<file path="src/rtl/fetch_pkg.sv">
// Shared definitions for the instruction-fetch stage: FSM states, the NOP encoding and HALT opcode detection.
package fetch_pkg;

  typedef enum logic [1:0] {
    ST_IDLE = 2'd0,
    ST_REQ  = 2'd1,
    ST_HOLD = 2'd2,
    ST_HALT = 2'd3
  } fetch_state_e;

  localparam logic [15:0] NOP_INSTR   = 16'h0800;
  localparam logic [4:0]  HALT_OPCODE = 5'b00000;

  function automatic logic is_halt_op(input logic [4:0] opcode);
    return (opcode == HALT_OPCODE);
  endfunction

endpackage

</file>
<file path="src/rtl/fetch_stage_if_id_reg.sv">
// IF/ID pipeline register: loads a fetched instruction, holds on stall, or loads a bubble.
module if_id_reg
  import fetch_pkg::*;
#(
  parameter int PC_WIDTH    = 16,
  parameter int INSTR_WIDTH = 16
) (
  input  logic                   clk_i,
  input  logic                   rst_i,
  input  logic                   flush_i,
  input  logic                   load_i,
  input  logic                   bubble_i,
  input  logic [INSTR_WIDTH-1:0] instr_i,
  input  logic [PC_WIDTH-1:0]    pc_plus2_i,
  output logic [INSTR_WIDTH-1:0] instr_o,
  output logic [PC_WIDTH-1:0]    pc_plus2_o,
  output logic                   valid_o
);

  logic [INSTR_WIDTH-1:0] instr_q, instr_d;
  logic [PC_WIDTH-1:0]    pc_plus2_q, pc_plus2_d;
  logic                   valid_q, valid_d;

  // A flush always clears the slot, even while the hazard unit is holding IF/ID.
  always_comb begin
    instr_d    = instr_q;
    pc_plus2_d = pc_plus2_q;
    valid_d    = valid_q;
    if (flush_i || (bubble_i && !load_i)) begin
      instr_d = INSTR_WIDTH'(NOP_INSTR);
      valid_d = 1'b0;
    end else if (load_i) begin
      instr_d    = instr_i;
      pc_plus2_d = pc_plus2_i;
      valid_d    = 1'b1;
    end else begin
      valid_d = valid_q;
    end
  end

  // IF/ID state register
  always_ff @(posedge clk_i or posedge rst_i) begin
    if (rst_i) begin
      instr_q    <= INSTR_WIDTH'(NOP_INSTR);
      pc_plus2_q <= '0;
      valid_q    <= 1'b0;
    end else begin
      instr_q    <= instr_d;
      pc_plus2_q <= pc_plus2_d;
      valid_q    <= valid_d;
    end
  end

  assign instr_o    = instr_q;
  assign pc_plus2_o = pc_plus2_q;
  assign valid_o    = valid_q;

endmodule

</file>
<file path="src/rtl/fetch_stage.sv">
// Instruction fetch stage with PC, one-outstanding imem handshake and IF/ID register.
// Optional HALT detection is enabled by defining FETCH_HALT_DETECT_EN.
module fetch_stage
  import fetch_pkg::*;
#(
  parameter int                  PC_WIDTH    = 16,
  parameter int                  INSTR_WIDTH = 16,
  parameter logic [PC_WIDTH-1:0] RESET_PC    = '0
) (
  input  logic                   clk,
  input  logic                   rst,
  input  logic                   PCWrite,
  input  logic                   IfIdWrite,
  input  logic                   flush,
  input  logic [PC_WIDTH-1:0]    redirectPC,
  output logic                   imemReq,
  output logic [PC_WIDTH-1:0]    imemAddr,
  input  logic                   imemValid,
  input  logic [INSTR_WIDTH-1:0] imemData,
  output logic [INSTR_WIDTH-1:0] instrIfId,
  output logic [PC_WIDTH-1:0]    pcPlus2IfId,
  output logic                   validIfId,
  output logic                   halted
);

`ifdef FETCH_HALT_DETECT_EN
  localparam bit HaltDetectEn = 1'b1;
`else
  localparam bit HaltDetectEn = 1'b0;
`endif

  localparam logic [PC_WIDTH-1:0] PcStep = PC_WIDTH'(2'd2);

  fetch_state_e           state_q, state_d;
  logic [PC_WIDTH-1:0]    pc_q, pc_d;
  logic                   pend_q, pend_d;
  logic [PC_WIDTH-1:0]    tgt_q, tgt_d;
  logic [INSTR_WIDTH-1:0] buf_q, buf_d;
  logic                   advance_s;
  logic                   deliver_s;
  logic [INSTR_WIDTH-1:0] deliver_instr_s;

  assign advance_s = PCWrite & IfIdWrite;

  // Next-state logic; a redirect seen mid-request is parked until the response retires.
  always_comb begin
    state_d         = state_q;
    pc_d            = pc_q;
    pend_d          = pend_q;
    tgt_d           = tgt_q;
    buf_d           = buf_q;
    deliver_s       = 1'b0;
    deliver_instr_s = buf_q;
    case (state_q)
      ST_IDLE: state_d = ST_REQ;
      ST_REQ: begin
        if (imemValid) begin
          if (flush || pend_q) begin
            pc_d   = flush ? redirectPC : tgt_q;
            pend_d = 1'b0;
          end else if (advance_s) begin
            deliver_s       = 1'b1;
            deliver_instr_s = imemData;
            pc_d            = pc_q + PcStep;
            state_d = (HaltDetectEn && is_halt_op(imemData[INSTR_WIDTH-1 -: 5])) ? ST_HALT : ST_REQ;
          end else begin
            buf_d   = imemData;
            state_d = ST_HOLD;
          end
        end else if (flush) begin
          pend_d = 1'b1;
          tgt_d  = redirectPC;
        end else begin
          pend_d = pend_q;
        end
      end
      ST_HOLD: begin
        if (flush) begin
          buf_d   = INSTR_WIDTH'(NOP_INSTR);
          pc_d    = redirectPC;
          state_d = ST_REQ;
        end else if (advance_s) begin
          deliver_s = 1'b1;
          buf_d     = INSTR_WIDTH'(NOP_INSTR);
          pc_d      = pc_q + PcStep;
          state_d   = (HaltDetectEn && is_halt_op(buf_q[INSTR_WIDTH-1 -: 5])) ? ST_HALT : ST_REQ;
        end else begin
          state_d = ST_HOLD;
        end
      end
      ST_HALT: begin
        if (flush) begin
          pc_d    = redirectPC;
          state_d = ST_REQ;
        end else begin
          state_d = ST_HALT;
        end
      end
      default: state_d = ST_IDLE;
    endcase
  end

  // Fetch control state
  always_ff @(posedge clk or posedge rst) begin
    if (rst) begin
      state_q <= ST_IDLE;
      pc_q    <= RESET_PC;
      pend_q  <= 1'b0;
      tgt_q   <= RESET_PC;
      buf_q   <= INSTR_WIDTH'(NOP_INSTR);
    end else begin
      state_q <= state_d;
      pc_q    <= pc_d;
      pend_q  <= pend_d;
      tgt_q   <= tgt_d;
      buf_q   <= buf_d;
    end
  end

  assign imemReq  = (state_q == ST_REQ);
  assign imemAddr = pc_q;
  assign halted   = HaltDetectEn && (state_q == ST_HALT);

  if_id_reg #(
    .PC_WIDTH   (PC_WIDTH),
    .INSTR_WIDTH(INSTR_WIDTH)
  ) u_if_id (
    .clk_i     (clk),
    .rst_i     (rst),
    .flush_i   (flush),
    .load_i    (deliver_s),
    .bubble_i  (IfIdWrite),
    .instr_i   (deliver_instr_s),
    .pc_plus2_i(pc_q + PcStep),
    .instr_o   (instrIfId),
    .pc_plus2_o(pcPlus2IfId),
    .valid_o   (validIfId)
  );

endmodule

</file>
<file path="config.mk">
export PLATFORM = sky130hd
export DESIGN_NAME = fetch_stage
export DESIGN_NICKNAME = d
export VERILOG_FILES = /design/src/rtl/fetch_pkg.sv /design/src/rtl/fetch_stage_if_id_reg.sv /design/src/rtl/fetch_stage.sv
export SDC_FILE = /design/constraint.sdc
export NUM_CORES = 1
export LEC_CHECK = 0
export BUFFER_PORTS_ARGS = -buffer_cell sky130_fd_sc_hd__buf_2
export CAP_MARGIN = 20
export CORE_MARGIN = 10
export CORE_UTILIZATION = 50
export DETAILED_ROUTE_END_ITERATION = 8
export PLACE_DENSITY = 0.8
export SLEW_MARGIN = 20
export SYNTH_ARGS = -nofsm -noshare
export SYNTH_HDL_FRONTEND = slang
export SYNTH_SLANG_ARGS = --single-unit
</file>
<file path="constraint.sdc">
create_clock -name clk -period 7.15 [get_ports clk]
set_clock_uncertainty 0.05 [all_clocks]
set_input_delay 1.43 -clock clk [delete_from_list [all_inputs] [get_ports clk]]
set_output_delay 1.43 -clock clk [all_outputs]
set_load 0.02 [all_outputs]
</file>
==> results of run 1 <==
==> Yosys cell counts, drive strengths merged (2+ instances only) <==
| master | instances |
|---|---|
| a21oi | 7 |
| a222oi | 4 |
| a22o | 5 |
| a22oi | 11 |
| a31o | 2 |
| a31oi | 6 |
| and2 | 2 |
| and2b | 5 |
| and3b | 2 |
| and4 | 5 |
| buf | 18 |
| clkbuf | 9 |
| dfrtp | 82 |
| dfstp | 2 |
| ha | 5 |
| inv | 14 |
| mux2 | 34 |
| mux2i | 16 |
| nand2 | 39 |
| nand2b | 3 |
| nand3 | 7 |
| nand4 | 5 |
| nor2 | 4 |
| nor2b | 13 |
| nor3 | 3 |
| nor4b | 2 |
| o21ai | 36 |
| o22ai | 9 |
| o31a | 6 |
| o31ai | 3 |
| xnor2 | 7 |
| xor2 | 6 |
==> metal layers <==
metal | routed length, um | GRT usage | up-vias
met5 | 0 | 0 | -
met4 | 165 | 0.0457 | 0
met3 | 864 | 0.0596 | 17
met2 | 4800 | 0.252 | 123
met1 | 4610 | 0.213 | 1570
li1 | - | - | 1543
==> worst paths after layout <==
path                                               to  depth (start not counted)  slack [ps]                   from
worst min-delay path            u_if_id.pc_plus2_o[1]                          2         430  u_if_id.pc_plus2_o[1]
worst max-delay path            u_if_id.pc_plus2_o[2]                          6        4100                  flush
worst min register to register  u_if_id.pc_plus2_o[1]                          2         430  u_if_id.pc_plus2_o[1]
max in group asynchronous                   buf_q[13]                          3        5340                    rst
worst max register to register            imemAddr[1]                          6        4370             state_q[0]
min in group asynchronous       u_if_id.pc_plus2_o[6]                          3        1220                    rst
==> layout make-up <==
class	instances	area, um^2	area share
clock inverter	7	100	0.0203
sequential	84	2100	0.426
tap	105	131	0.0266
multi-input combinational	262	1970	0.398
timing repair buffer	90	459	0.0929
inverter	14	53.8	0.0109
clock buffer	9	124	0.0251
==> worst register-to-register path, cell delays in order (launching register included) <==
cell and delay, ps:
dfrtp_1 420, inv_1 100, ha_1 690, o21ba_2 270
nor3_2 730, a222oi_1 220, o22ai_1 210
==> flip-flops by register name, indices dropped and copies added, names as in the netlist <==
| signal | count |
|---|---|
| u_if_id.valid_o | 1 |
| u_if_id.instr_o | 16 |
| state_q | 2 |
| imemAddr | 16 |
| u_if_id.pc_plus2_o | 16 |
| buf_q | 16 |
| tgt_q | 16 |
| pend_q | 1 |
==> per-stage QoR <==
step / hold slack [ps] / instance area, um^2 / worst slack [ps] / utilization
6_report: 430 / 4940 / 4100 / 0.596
5_1_grt: 460 / 4940 / 3960 / 0.596
4_1_cts: 435 / 4930 / 3900 / 0.594
3_5_place_dp: 415 / 4710 / 3530 / 0.567
3_3_place_gp: 404 / 4710 / 3590 / 0.567
2_1_floorplan: 395 / 4290 / 3510 / -
==> power groups by stage <==
stage | combinational (W) | clock [W] | sequential [W]
6_report | 0.000900 | 0.000378 | 0.000816
4_1_cts | 0.000907 | 0.000387 | 0.000813
3_5_place_dp | 0.000904 | 0 | 0.000821
2_1_floorplan | 0.000596 | 0 | 0.000885
5_1_grt | 0.000989 | 0.000408 | 0.000839
3_3_place_gp | 0.000870 | 0 | 0.000809
==> logic make-up (layout without fill, tap and decap cells) <==
logic type	after synthesis	count (layout)
XOR/XNOR	13	13
other	1	1
AO/OA/AOI/OAI	100	100
adder cells (fa/ha/maj)	5	5
buffers and inverters	41	120
multiplexers	50	50
flip-flops	84	84
AND/OR/NAND/NOR	93	93
==> metrics.txt, run 1 <==
Port Buf Inserts 87; Worst Path Arrival 3240 ps; synth top area cells dfrtp_1 48%, mux2_2 7.1%, mux2i_1 3.7%, nand2_1 3.4%, o21ai_0 3.4%; Slew HR 0.335; initial cell density of the core 0.517; Cells after Synth 387; Initial DRC Count 228; pins over their slew limit 0; CP bufs+invs 3; largest family of logic cells by synthesized area compound AO/OA/AOI/OAI gates; Power Total 0.00209 W; first-pass GRT wire length 17200 um; CTS root buffer clkbuf_8; Power Density between 400 and 500 nW/um^2; Logic pwr share 0.430; GR Util All Layers 0.164; commonest non-fill, non-tap cell in the layout buf_2; FFs w/ async S/R, synth 1.00; Top cell by count, worst path buf_2; Reg clk slew, reported paths 80 ps; vias per inst between 5 and 6; Simple-Gate Fraction of Synth Area 0.125; EDFF count, synth 0; Synth area leader dfrtp_1; largest net degree at the start of global routing 85; crit path launch type primary input; Post-Syn Area per Cell 11.1 um^2; I/O Pins 89; hold buffer count at cts 0; post-synthesis compound-gate area fraction 0.166; crit path kind in2reg; Finish-stage setup viols 0; top_reg_cell synth dfrtp_1; wire per inst 18.3 um; commonest non-fill, non-tap cells in the layout 88 x buf_2, 82 x dfrtp_1, 39 x nand2_1; Seq/Total Area, Yosys 0.491; RSZ-0062 raised after global routing no; number of setup buffers added after CTS 0; Synth Area in XOR/XNOR 0.0266; Min-Delay Path Class reg2reg; CP top delay family buffers and inverters; Antenna Nets Post-Route 0; area of the core 8300 um^2; Synth Area in Adders 0.0146; clk sink count 84; YS warnings 0; # DRC 0; Synth top area share 0.479; ANT cells 0; max-cap check violation count 0; CP required 7340 ps; H-tree levels 3; Std-Cell Rows 33; Fin. Hold Viols 0; GPL Wtd Cong 0.807; switching pwr 0.000845 W; Int Pwr 0.00125 W; post-synthesis mux area share 0.127; Tmin final 3050 ps; Final #Nets 504; placed cell count 554; CP endpoint kind flop; Leakage Power between 2 and 2.5 nW; Max stage delay cell, worst path mux2_2; initial antenna violation count 0; Yosys reg bits 84; setup TNS 0 ps; DIE AREA 12700 um^2; area delta synth->final 15.3%; via count between 3000 and 4000; synthesized area 4290 um^2; share of power burned in registers 0.390; Max Root-Sink Buffers 2; Die H roughly 110 um; crit-path cells buf_2 > and3b_1 > o211ai_1 > buf_2 > buf_4 > mux2_2; Skew-Pair Late Insertion Delay 350 ps; run status completed; overflow left after global routing 0; vias in the first global route around 3300; crit path max fanout 31; Synth cell types 57; slew at the pin closest to its max-slew limit 994 ps; crit-path max cell delay 360 ps; Non-Filler Instances around 570; CTS tree yes; CTS buffer count 9; Worst VDD drop 173 uV; post-DP HPWL between 7000 and 8000 um; post-CTS sizing 0; Max Freq between 0.3 and 0.4 GHz; clock group share of total power 0.181; drt pass-1 iters 5; Tcrit/Tclk final 0.427; fraction of layout cells with a size suffix above 1 0.313; # fillers about 700; Chip Width 113 um; Post-Syn Nets 430; Post-Route WL 10400 um; switching portion of total power 0.404
(Power assumes the default switching activity.)
==> inputs of run 2 (changes only) <==
ABC_AREA = 1   (was not set)
PLACE_DENSITY = 0.82   (was 0.8)
clock period = 2.8 ns   (was 7.15 ns; I/O delays follow)
==> run 2 against run 1 <==
Register-to-register slack worse by 3900 ps; die area up 5.3%; via count up 32%; routed wire length up 18%.
==> metrics.txt, run 2 <==
Antenna Nets Post-Route 0 (unchanged); slew at the pin closest to its max-slew limit 751 ps (was 994 ps); largest net degree at the start of global routing 43 (was 85); Worst Setup Slack post-DPL 538 ps (was 3530 ps); ANT cells 0 (unchanged); CP top delay family simple AND/OR/NAND/NOR gates (was buffers and inverters); number of setup buffers added after CTS 0 (unchanged); post-layout util 0.596 (about the same); crit-path cells inv_1 > ha_1 > inv_2 > nor2_4 > inv_2 > nand3_1 > nand2_1 > a21boi_1 (was buf_2 > and3b_1 > o211ai_1 > buf_2 > buf_4 > mux2_2); post-synthesis compound-gate area fraction 0.137 (was 0.166); via count 4308 (was 3253); Std-Cell Rows 34 (was 33); CTS root buffer clkbuf_8 (unchanged); crit path kind reg2reg (was in2reg); pins over their slew limit 0 (unchanged); CP endpoint kind flop (unchanged); Seq/Total Area, Yosys 0.461 (was 0.491); CP required 3010 ps (was 7340 ps); synth top area cells dfrtp_1 45%, nand2_1 20%, o21ai_0 9.5%, inv_1 4.8%, nor2_1 3.0% (was dfrtp_1 48%, mux2_2 7.1%, mux2i_1 3.7%, nand2_1 3.4%, o21ai_0 3.4%); Synth cell types 34 (was 57); first-pass GRT wire length 20800 um (was 17200 um); max-cap check violation count 0 (unchanged); Slew HR 0.499 (was 0.335); Max Root-Sink Buffers 2 (unchanged); Reg clk slew, reported paths 100 ps (was 80 ps); CP bufs+invs 3 (unchanged); Worst Path Arrival 2560 ps (was 3240 ps); Synth area leader dfrtp_1 (unchanged); Cells after Synth 628 (was 387); post-DP HPWL 9180 um (was 7700 um); Post-Syn Nets 671 (was 430); switching portion of total power 0.471 (was 0.404); area of the core 8810 um^2 (was 8300 um^2); commonest non-fill, non-tap cells in the layout 243 x nand2_1, 87 x o21ai_0, 87 x buf_2 (was 88 x buf_2, 82 x dfrtp_1, 39 x nand2_1); fraction of layout cells with a size suffix above 1 0.193 (was 0.313); critical path depth 8 (was 6); Post-Syn Area per Cell 7.27 um^2 (was 11.1 um^2); top_reg_cell synth dfrtp_1 (unchanged); Leakage Power 2.76 nW (was 2.26 nW); RSZ-0062 raised after global routing no (unchanged); post-CTS sizing 0 (unchanged); clk sink count 84 (unchanged); area occupied by multi-input gates 2060 um^2 (was 1970 um^2); Die H 116 um (was 113 um); Synth Area in Adders 0.0137 (was 0.0146); FFs w/ async S/R, synth 1.00 (unchanged); H-tree levels 3 (unchanged); Synth Area in XOR/XNOR 0.00959 (was 0.0266); initial cell density of the core 0.518 (was 0.517); Tcrit/Tclk final 0.839; Yosys reg bits 84 (unchanged); Port Buf Inserts 87 (unchanged); Logic pwr share 0.469 (was 0.430); run status completed (unchanged); crit path max fanout 24 (was 31); area delta synth->final 14.9% (was 15.3%); drt pass-1 iters 5 (unchanged); YS warnings 0 (unchanged); Hold Slack 242 ps (was 430 ps); setup TNS 0 ps (unchanged); synthesized area 4570 um^2 (was 4290 um^2); switching pwr 0.00263 W (was 0.000845 W); # fillers 801 (was 695); most frequent cell after synthesis nand2_1 (was dfrtp_1); Setup WS post-layout 450 ps (was 4100 ps); Tmin final 2350 ps; Int Pwr 0.00296 W (was 0.00125 W); CTS tree yes (unchanged); overflow left after global routing 0 (unchanged); hold buffer count at cts 0 (unchanged); Reg2Reg Depth 8 (was 6); Top cell by count, worst path inv_2 (was buf_2); EDFF count, synth 0 (unchanged); share of power burned in registers 0.368 (was 0.390); CTS buffer count 9 (unchanged); initial antenna violation count 0 (unchanged); largest family of logic cells by synthesized area simple AND/OR/NAND/NOR gates (was compound AO/OA/AOI/OAI gates); Fin. Hold Viols 0 (unchanged); Simple-Gate Fraction of Synth Area 0.289 (was 0.125); I/O Pins 89 (unchanged); GPL Wtd Cong 0.913 (was 0.807); Post-Route WL 12300 um (was 10400 um); Skew-Pair Late Insertion Delay 370 ps (was 350 ps); crit-path max cell delay 410 ps (was 360 ps); Power Density 1070 nW/um^2 (was 424 nW/um^2); Worst VDD drop 505 uV (was 173 uV); commonest non-fill, non-tap cell in the layout nand2_1 (was buf_2); Non-Filler Instances 818 (was 571); synth cell count leaders 243 x nand2_1, 87 x o21ai_0, 82 x dfrtp_1 (was 82 x dfrtp_1, 39 x nand2_1, 29 x o21ai_0); Synth top area share 0.449 (was 0.479); Sequential Area 2100 um^2 (unchanged); post-synthesis mux area share 0.00219 (was 0.127); GR Util All Layers 0.192 (was 0.164); Final #Nets 748 (was 504); Chip Width 116 um (was 113 um); Finish-stage setup viols 0 (unchanged); Min-Delay Path Class in2async (was reg2reg); Initial DRC Count 325 (was 228); Max stage delay cell, worst path dfrtp_1 (was mux2_2); Max Freq 0.426 GHz; clock group share of total power 0.164 (was 0.181); crit path launch type flop (was primary input); vias in the first global route 4334 (was 3275); # DRC 0 (unchanged); vias per inst 5.27 (was 5.70); placed cell count 802 (was 554); DIE AREA 13400 um^2 (was 12700 um^2); wire per inst 15.0 um (was 18.3 um)
## run 2: logic make-up after synthesis
| kind of cell | count (synthesis) |
|---|---|
| fa+ha+maj | 5 |
| compound gates | 119 |
| flops | 84 |
| buf+inv | 92 |
| other cells | 1 |
| xor+xnor | 5 |
| simple gates | 321 |
| mux | 1 |
## run 2: final timing paths
path	start	end	slack [ps]
max	state_q[1]	imemAddr[12]	450
min	rst	u_if_id.instr_o[1]	240
max reg2reg	state_q[1]	imemAddr[12]	450
min reg2reg	buf_q[5]	buf_q[5]	440
max in group asynchronous	rst	imemAddr[10]	1790
min in group clk	imemData[9]	buf_q[9]	400
## run 2: area by class of cell
class	count	area share
flip-flops and latches	84	0.401
multi-input cells	452	0.393
repair buffers	93	0.0940
inverters	65	0.0470
well taps	108	0.0258
clock buffers	9	0.0236
clock inverters	7	0.0153
## run 2: layer usage
metal / up-vias / track usage / wire length, um
met3: 24 / 0.0424 / 936
li1: 2123 / - / -
met1: 2007 / 0.233 / 5080
met5: - / 0 / 0
met2: 154 / 0.323 / 5970
met4: 0 / 0.0802 / 292
## run 2: power groups by stage
stage	sequential (W)	combinational (W)	clock, W
after floorplan	0.00224	0.00165	0
after detailed placement	0.00207	0.00261	0
after CTS	0.00205	0.00263	0.000924
after global routing	0.00211	0.00299	0.000986
after global placement	0.00204	0.00252	0
final	0.00206	0.00262	0.000915
## run 2: through the flow
stage	power [W]	cell area [um^2]
6_report	0.00559	5250
2_1_floorplan	0.00389	4570
5_1_grt	0.00609	5250
3_3_place_gp	0.00456	5040
3_5_place_dp	0.00468	5040
4_1_cts	0.00560	5250
==> inputs of run 3 (changes only) <==
PLACE_DENSITY = 0.79   (was 0.82)
clock period = 2.4 ns   (was 2.8 ns; I/O delays follow)
==> run 3 against run 2 <==
Utilization rose by 0.30 points; flip-flop and latch count unchanged; combinational power grew 16%; largest cell class unchanged; sequential share of layout area down 0.20 points; design area is 0.50% higher; highest routed layer unchanged; routed wire length shrank 2.1%; via count down 0.37%; global-route usage decreased by 0.90 points; count of clock-buffer cells in the layout stayed put; fmax increased by 9.9%; worst hold slack got worse by 120 ps; cell count is 0.37% higher.
==> metrics.txt, run 3 (synthesized netlist as in run 2, its figures left out) <==
run status completed (unchanged); Worst Setup Slack post-DPL 257 ps (was 538 ps); fraction of layout cells with a size suffix above 1 0.196 (was 0.193); ANT cells 0 (unchanged); slew at the pin closest to its max-slew limit 583 ps (was 751 ps); switching portion of total power 0.467 (was 0.471); GPL Wtd Cong 0.878 (was 0.913); crit path max fanout 12 (was 24); Setup WS post-layout 261 ps (was 450 ps); Fin. Hold Viols 0 (unchanged); GR Util All Layers 0.183 (was 0.192); Logic pwr share 0.469 (about the same); RSZ-0062 raised after global routing no (unchanged); CP required 2610 ps (was 3010 ps); RR Startpoint state_q[1] (unchanged); post-CTS sizing 0 (unchanged); # DRC 0 (unchanged); initial cell density of the core 0.518 (unchanged); launch point of the worst path state_q[1] (unchanged); area of the core 8810 um^2 (unchanged); Tcrit/Tclk final 0.891 (was 0.839); Finish-stage setup viols 0 (unchanged); CP endpoint kind flop (unchanged); Skew-Pair Late Insertion Delay 370 ps (about the same); Reg clk slew, reported paths 90 ps (was 100 ps); Tmin final 2140 ps (was 2350 ps); area delta synth->final 15.5% (was 14.9%); hold buffer count at cts 0 (unchanged); via count 4292 (was 4308); max-cap check violation count 0 (unchanged); Worst Setup EP imemAddr[8] (was imemAddr[12]); H-tree levels 3 (unchanged); crit path kind reg2reg (unchanged); clk sink count 84 (unchanged); Reg2Reg Depth 10 (was 8); top sig layer met4 (unchanged); pins over their slew limit 0 (unchanged); Port Buf Inserts 87 (unchanged); Std-Cell Rows 34 (unchanged); CTS tree yes (unchanged); setup TNS 0 ps (unchanged); DIE AREA 13400 um^2 (unchanged); Chip Width 116 um (unchanged); post-DP HPWL 8950 um (was 9180 um); drt pass-1 iters 5 (unchanged); I/O Pins 89 (unchanged); Max Freq 0.468 GHz (was 0.426 GHz); first-pass GRT wire length 19800 um (was 20800 um); commonest non-fill, non-tap cells in the layout 243 x nand2_1, 87 x o21ai_0, 87 x buf_2 (unchanged); clock group share of total power 0.166 (was 0.164); # fillers 822 (was 801); switching pwr 0.00304 W (was 0.00263 W); vias in the first global route 4206 (was 4334); Max Root-Sink Buffers 2 (unchanged); met1 WL 5170 um (was 5080 um); reg2reg end imemAddr[8] (was imemAddr[12]); Leakage Power 2.77 nW (was 2.76 nW); Initial DRC Count 262 (was 325); Die H 116 um (unchanged); Antenna Nets Post-Route 0 (unchanged); vias per inst 5.23 (was 5.27); Post-Route WL 12000 um (was 12300 um); CTS root buffer clkbuf_8 (unchanged); initial antenna violation count 0 (unchanged); Slew HR 0.611 (was 0.499); wire per inst 14.6 um (was 15.0 um); Power Density 1230 nW/um^2 (was 1070 nW/um^2); largest net degree at the start of global routing 40 (was 43); overflow left after global routing 0 (unchanged); metal2 WL 5930 um (was 5970 um); Worst Path Arrival 2350 ps (was 2560 ps); met3 WL 703 um (was 936 um); Final #Nets 751 (was 748); Min-Delay Path Class in2async (unchanged); R2R Setup Slk 260 ps (was 450 ps); crit path launch type flop (unchanged); Worst VDD drop 507 uV (was 505 uV); Int Pwr 0.00347 W (was 0.00296 W); share of power burned in registers 0.365 (was 0.368); commonest non-fill, non-tap cell in the layout nand2_1 (unchanged); number of setup buffers added after CTS 0 (unchanged); CTS buffer count 9 (unchanged)
-- run 3: changes by cell type in the layout (fill, tap and decap cells not counted), sizes merged --
| cell | previous run | this run |
|---|---|---|
| buf | 93 | 96 |
| clkinv | 4 | 3 |
| inv | 66 | 67 |
-- run 3: worst min-delay path by stage --
stage	slack, ps	start	endpoint	depth (start not counted)
global route	150	rst	u_if_id.instr_o[0]	2
global placement	410	buf_q[14]	buf_q[14]	2
finish	120	rst	u_if_id.instr_o[15]	2
CTS	130	rst	u_if_id.instr_o[14]	2
detailed placement	420	u_if_id.pc_plus2_o[14]	u_if_id.pc_plus2_o[14]	2
floorplan	400	buf_q[0]	buf_q[0]	2
-- run 3: critical path, stage by stage, from the launching register on --
cell     delay [ps]
dfrtp_1         380
inv_1            80
ha_1            270
inv_2           120
nor2_4           40
inv_2           140
nand3_1         430
a21oi_1         320
nand3_1         110
nand2_1          60
nand2_1          40
-- run 3: metrics by stage --
step                utilization  instance area (um^2)  hold slack (ps)  std cells  total power [W]
finish                    0.599                  5270              121        821          0.00650
detailed placement        0.575                  5070              415        805          0.00545
floorplan                     -                  4570              397        628          0.00454
CTS                       0.599                  5270              135        821          0.00655
global placement          0.575                  5070              409        805          0.00534
global route              0.599                  5270              151        821          0.00707
-- run 3: area by class of cell --
| cell class | count | area (um^2) | area share |
|---|---|---|---|
| multi-input combinational | 452 | 2060 | 0.391 |
| timing repair buffer | 96 | 515 | 0.0978 |
| clock inverter | 7 | 81.3 | 0.0154 |
| inverter | 65 | 249 | 0.0472 |
| clock buffer | 9 | 124 | 0.0235 |
| sequential | 84 | 2100 | 0.399 |
| tap | 108 | 135 | 0.0256 |
-- run 3: per-layer routing --
metal	track usage	vias to the layer above
li1	-	2134
met1	0.225	2012
met2	0.304	125
met3	0.0408	21
met4	0.0760	0
met5	0	-
-- run 3: power by group through the flow --
stage                     clock, W  combinational (W)  sequential, W
after global placement           0            0.00297        0.00237
after CTS                  0.00110            0.00308        0.00236
after detailed placement         0            0.00306        0.00239
after floorplan                  0            0.00193        0.00261
final                      0.00108            0.00305        0.00237
after global routing       0.00115            0.00348        0.00244
